===== config.mk =====
export PLATFORM = sky130hd
export DESIGN_NAME = mem_arbiter
export DESIGN_NICKNAME = d
export VERILOG_FILES = /design/src/rtl/mem_arb_pkg.sv /design/src/rtl/mem_arb_pick.sv /design/src/rtl/mem_arbiter.sv
export SDC_FILE = /design/constraint.sdc
export NUM_CORES = 1
export LEC_CHECK = 0
export ABC_CLOCK_PERIOD_IN_PS = 4300
export CORE_AREA = 2 2 84 86
export CTS_CLUSTER_SIZE = 24
export DETAILED_ROUTE_END_ITERATION = 8
export DIE_AREA = 0 0 86 88
export PLACE_DENSITY = 0.82
export REMOVE_ABC_BUFFERS = 1
export SYNTH_ARGS = -nofsm -noshare
export SYNTH_HDL_FRONTEND = slang
export SYNTH_HIERARCHICAL = 1
export SYNTH_SLANG_ARGS = --single-unit

===== constraint.sdc =====
create_clock -name clk -period 4.3 [get_ports clk]
set_input_delay 0.645 -clock clk [delete_from_list [all_inputs] [get_ports clk]]
set_output_delay 0.645 -clock clk [all_outputs]
set_load 0.05 [all_outputs]

===== src/rtl/mem_arb_pkg.sv =====
// Shared types and constants for the fetch/data memory arbiter.
// MEM_ARB_RR_EN (see mem_arbiter) selects round-robin instead of fixed dm-first priority.
package mem_arb_pkg;

  typedef enum logic [1:0] {
    IDLE   = 2'd0,
    OWN_IF = 2'd1,
    OWN_DM = 2'd2
  } arb_state_e;

  localparam logic OWNER_IF = 1'b0;
  localparam logic OWNER_DM = 1'b1;

  // Widest address/data bus the reset constant can cover.
  localparam int MAX_W = 64;
  localparam logic [MAX_W-1:0] DATA_RST = '0;

  function automatic arb_state_e owner_state(input logic owner);
    return (owner == OWNER_DM) ? OWN_DM : OWN_IF;
  endfunction

endpackage


===== src/rtl/mem_arb_pick.sv =====
// Combinational grant selection between fetch and data requests.
// With rr_en_i low the data stage always wins a tie.
module mem_arb_pick
  import mem_arb_pkg::*;
(
  input  logic if_req_i,
  input  logic dm_req_i,
  input  logic rr_en_i,
  input  logic last_owner_i,
  output logic grant_valid_o,
  output logic grant_owner_o
);

  always_comb begin
    grant_valid_o = if_req_i | dm_req_i;
    grant_owner_o = OWNER_IF;
    if (if_req_i && dm_req_i) begin
      grant_owner_o = (rr_en_i && (last_owner_i == OWNER_DM)) ? OWNER_IF : OWNER_DM;
    end else if (dm_req_i) begin
      grant_owner_o = OWNER_DM;
    end
  end

endmodule


===== src/rtl/mem_arbiter.sv =====
// Shares one memory port between instruction fetch and the memory stage, one transaction at a time.
// Define MEM_ARB_RR_EN for round-robin tie-break; default is fixed dm-over-if priority.
module mem_arbiter
  import mem_arb_pkg::*;
#(
  parameter int AW = 16,
  parameter int DW = 16
) (
  input  logic          clk,
  input  logic          rst,
  input  logic          if_req,
  input  logic [AW-1:0] if_addr,
  output logic [DW-1:0] if_rdata,
  output logic          if_done,
  output logic          if_stall,
  input  logic          dm_req,
  input  logic          dm_wr,
  input  logic [AW-1:0] dm_addr,
  input  logic [DW-1:0] dm_wdata,
  output logic [DW-1:0] dm_rdata,
  output logic          dm_done,
  output logic          dm_stall,
  output logic          mem_rd,
  output logic          mem_wr,
  output logic [AW-1:0] mem_addr,
  output logic [DW-1:0] mem_wdata,
  input  logic [DW-1:0] mem_rdata,
  input  logic          mem_done,
  input  logic          mem_err,
  output logic          err
);

  arb_state_e    state_q, state_d;
  logic [AW-1:0] addr_q;
  logic [DW-1:0] wdata_q;
  logic          wr_q;
  logic [DW-1:0] if_rdata_q, dm_rdata_q;
  logic          if_done_q, dm_done_q;
  logic          err_q;
  logic          grant_valid, grant_owner;
  logic          rr_en, last_owner;

`ifdef MEM_ARB_RR_EN
  logic last_owner_q;

  always_ff @(posedge clk) begin
    if (rst) begin
      last_owner_q <= OWNER_IF;
    end else if (state_q == IDLE && grant_valid) begin
      last_owner_q <= grant_owner;
    end
  end

  assign rr_en      = 1'b1;
  assign last_owner = last_owner_q;
`else
  assign rr_en      = 1'b0;
  assign last_owner = OWNER_IF;
`endif

  mem_arb_pick u_pick (
    .if_req_i      (if_req),
    .dm_req_i      (dm_req),
    .rr_en_i       (rr_en),
    .last_owner_i  (last_owner),
    .grant_valid_o (grant_valid),
    .grant_owner_o (grant_owner)
  );

  always_ff @(posedge clk) begin
    if (rst) begin
      state_q <= IDLE;
    end else begin
      state_q <= state_d;
    end
  end

  always_comb begin
    state_d = state_q;
    case (state_q)
      IDLE:           if (grant_valid) state_d = owner_state(grant_owner);
      OWN_IF, OWN_DM: if (mem_done) state_d = IDLE;
      default:        state_d = IDLE;
    endcase
  end

  // Fetch never writes, whatever wr_q holds.
  always_comb begin
    mem_rd = (state_q != IDLE) & ~wr_q;
    mem_wr = (state_q == OWN_DM) & wr_q;
  end

  always_ff @(posedge clk) begin
    if (rst) begin
      addr_q     <= DATA_RST[AW-1:0];
      wdata_q    <= DATA_RST[DW-1:0];
      wr_q       <= 1'b0;
      if_rdata_q <= DATA_RST[DW-1:0];
      dm_rdata_q <= DATA_RST[DW-1:0];
      if_done_q  <= 1'b0;
      dm_done_q  <= 1'b0;
      err_q      <= 1'b0;
    end else begin
      if_done_q <= (state_q == OWN_IF) & mem_done;
      dm_done_q <= (state_q == OWN_DM) & mem_done;
      if (state_q == IDLE && grant_valid) begin
        addr_q <= (grant_owner == OWNER_DM) ? dm_addr : if_addr;
        wr_q   <= (grant_owner == OWNER_DM) & dm_wr;
        if (grant_owner == OWNER_DM) wdata_q <= dm_wdata;
      end
      if (state_q == OWN_IF && mem_done) if_rdata_q <= mem_rdata;
      if (state_q == OWN_DM && mem_done) dm_rdata_q <= mem_rdata;
      if (state_q != IDLE && mem_err) err_q <= 1'b1;
    end
  end

  // A requester that has already walked away gets no done pulse.
  assign if_done   = if_done_q & if_req;
  assign dm_done   = dm_done_q & dm_req;
  assign if_stall  = if_req & ~if_done;
  assign dm_stall  = dm_req & ~dm_done;
  assign if_rdata  = if_rdata_q;
  assign dm_rdata  = dm_rdata_q;
  assign mem_addr  = addr_q;
  assign mem_wdata = wdata_q;
  assign err       = err_q;

endmodule


==> results.py <==
metrics = {
    "outcome": {
        "outcome": "completed",
    },
    "worst_setup_path": {
        "startpoint_type": "primary input",
        "cp.required_ps": 3650,
        "path_class": "in2out",
        "path_common_cell": "clkdlybuf4s50_1",
        "cp-end-kind": "primary output",
        "slowest_stage": "clkdlybuf4s50_1",
        "worstPathArrival_ps": 2180,
        "cp_max_fo": 4,
        "crit_chain": "clkdlybuf4s50_1, nor2b_1, clkdlybuf4s50_1",
        "path_buf_inv": 2,
        "cpPeakStageDelay_ps": 800,
        "critPathTopFamily": "buffers and inverters",
    },
    "hold_path": {
        "hp-class": "reg2reg",
    },
    "clock_network": {
        "cts.clk_slew.worst_paths_ps": 60,
        "cts_inserted_buffers": 9,
        "ctsHoldBuffers": 0,
        "post_cts_buffers": 0,
        "numClockSinks": 70,
        "htreeDepth": 3,
        "clk_latency_ps": 340,
        "root_buffer": "clkbuf_8",
        "cts_buffer_depth": 2,
        "ctsResizeCount": 0,
        "cts_tree": "yes",
    },
    "placement": {
        "port_buffers": 141,
        "dp_hpwl_mm": 5.08,
        "dp_cells": 525,
        "gp_congestion": 0.761,
    },
    "grt": {
        "grt_pass1_wl_mm": 11.5,
        "grt_max_degree": 40,
        "grt_usage": 0.194,
        "overflow": 0,
        "antenna_found_initial": 0,
        "grt_pass1_vias": 2498,
    },
    "sta": {
        "worstMarginPinSlew_ps": 1030,
        "period_needed_ps": 2820,
        "fin_crit_sh": 0.656,
        "timing.setup.tns_ps": 0,
        "maxSlewViolCount": 0,
        "rsz0062_at_grt": "no",
        "hold_violations": 0,
        "final-setup-viol-count": 0,
        "slew_headroom": 0.310,
        "finalClockSkew_ps": 7.14,
        "fmax_mhz": 354,
    },
    "route": {
        "post_drt_wl_per_cell_um": 13.1,
        "drc": 0,
        "wl_mm": 7.07,
        "vias_per_cell": 4.83,
        "ant_nets": 0,
        "num_vias": 2613,
        "drt_iter0_drc": 77,
        "drt_pass1_iterations": 4,
    },
    "power": {
        "pwr-share-seq": 0.415,
        "p_int_uw": 1180,
        "p_clk_frac": 0.305,
        "p_comb_frac": 0.280,
        "switchingPower_uw": 558,
        "switching_share": 0.320,
        "pwr_density_cell_nw_per_um2": 403,
        "peakVddDrop_mv": 0.207,
        "leakagePower_uw": 0.00158,
    },
    "cells_and_area": {
        "num_antenna_cells": 0,
        "nNetsFinal": 531,
        "regArea_um2": 1400,
        "syn_to_final_growth_pct": 59.9,
        "drive_above_1_share": 0.0412,
        "multi_input_area_um2": 1170,
        "fin_util": 0.649,
        "finish.cell_count_without_fillers": 541,
        "fillers": 572,
    },
    "floorplan": {
        "core_um2": 6640,
        "initial_core_util": 0.406,
        "die_w_um": 86,
        "rows": 30,
        "dieArea_um2": 7570,
        "ioPinCount": 142,
        "dieHeight_um": 88,
    },
    "logic_synthesis": {
        "synth_seq_cells": 70,
        "synth-warning-count": 6,
        "syn_area_um2": 2700,
        "yosysUniqueCellTypes": 26,
        "synth.area.top_cells": "dfxtp_1 (52%), nand2_1 (14%), a21oi_1 (9.5%)",
        "avgSynthCellArea_um2": 8.33,
        "ys_seq_area_frac": 0.519,
        "synth_top_area_share": 0.519,
        "synth_cells": 324,
        "synth_top_area_cell": "dfxtp_1",
    },
    "flow_run": {
        "maxCapViolations": 0,
    },
}
## layout make-up
type,count,share of cell area
Multi-Input combinational cell,228,0.272
Sequential cell,70,0.325
Timing Repair Buffer,143,0.329
Inverter,4,0.00348
Clock inverter,3,0.00986
Clock buffer,13,0.0368
Tap cell,80,0.0232
## layer usage
layer	share of wire	wire length, um	track usage	up-vias
met3	0.10	710	0.0669	12
met1	0.42	2960	0.227	1159
met4	0.019	131	0.0880	0
met5	0	0	0	-
li1	-	-	-	1331
met2	0.46	3260	0.321	111
## sequential cells by signal (all words and copies together), names as in the netlist
name and cells:
dm_rdata 16, wr_q 1, dm_done_q 1, if_done_q 1, if_rdata 16, err 1
mem_addr 16, state_q 2, mem_wdata 16
## synth_stat cells (all sizes together)
library cell,n
nor2b,4
and2,6
ha,4
mux2i,16
o31ai,1
dfxtp,70
clkbuf,10
inv,3
conb,1
and3,1
nand2b,1
a31oi,1
or3,1
a21oi,51
o21ai,1
clkinv,1
nand3,2
a211oi,16
or4,1
buf,13
nor2,21
nand2,98
or2,1
## power groups by stage
stage	sequential [uW]	clock, uW	combinational, uW
after floorplan	894	0	127
after CTS	723	546	492
after detailed placement	737	0	490
after global routing	728	573	522
after global placement	735	0	483
final	722	531	487
## worst register-to-register path: cells and delay by family, from the launching register on
| family | cells | cell delay, ps |
|---|---|---|
| buffers and inverters | 1 | 110 |
| DFF | 1 | 330 |
| adders and majority gates | 1 | 240 |
| and+or+nand+nor | 2 | 960 |
| AOI/OAI and AO/OA | 1 | 250 |
## path summary, 6_finish.rpt
kind / to / depth (start not counted) / startpoint / slack, ps
hold / removal: mem_wdata[4] / 2 / mem_wdata[4] / 450
setup / recovery: dm_stall / 3 / dm_req / 1480
hold reg to reg: mem_wdata[4] / 2 / mem_wdata[4] / 450
setup reg to reg: mem_addr[0] / 5 / state_q[0] / 2330
## kinds of logic (layout without fill, tap and decap cells)
logic type                 Yosys count  count (layout)  share of synthesized area
DFF                                 70              70                      0.519
other                                1               2                    0.00139
adders and majority gates            4               4                     0.0186
muxes                               16              16                     0.0594
buffers and inverters               27             163                     0.0487
AOI/OAI and AO/OA                   70              70                      0.146
and+or+nand+nor                    136             136                      0.206
## cells in the final DEF (no fill, tap or decap)
| cell | n |
|---|---|
| nand3_2 | 1 |
| a211oi_1 | 16 |
| or3_1 | 1 |
| a31oi_2 | 1 |
| or4_1 | 1 |
| o31ai_1 | 1 |
| buf_4 | 2 |
| clkinvlp_4 | 1 |
| clkinv_1 | 1 |
| o21ai_0 | 1 |
| bufinv_16 | 1 |
| nand2_1 | 98 |
| nand2b_1 | 1 |
| nand3_1 | 1 |
| nor2_1 | 21 |
| buf_2 | 1 |
| clkbuf_1 | 2 |
| clkbuf_8 | 11 |
| or2_1 | 1 |
| and2_1 | 6 |
| clkdlybuf4s50_1 | 140 |
| ha_1 | 4 |
| dfxtp_1 | 70 |
| mux2i_1 | 16 |
| clkinv_2 | 1 |
| nor2b_1 | 4 |
| a21oi_1 | 51 |
| and3_1 | 1 |
| inv_1 | 3 |
| conb_1 | 2 |
## metrics by stage
stage | hold WS, ps | power, uW | setup WS (ps) | cell area (um2)
after global routing | 473 | 1820 | 1420 | 4310
after floorplan | 449 | 1020 | 1140 | 2580
final | 452 | 1740 | 1480 | 4310
after detailed placement | 445 | 1230 | 1480 | 4110
after global placement | 440 | 1220 | 1480 | 4110
after CTS | 455 | 1760 | 1480 | 4310
(Power assumes the default switching activity.)
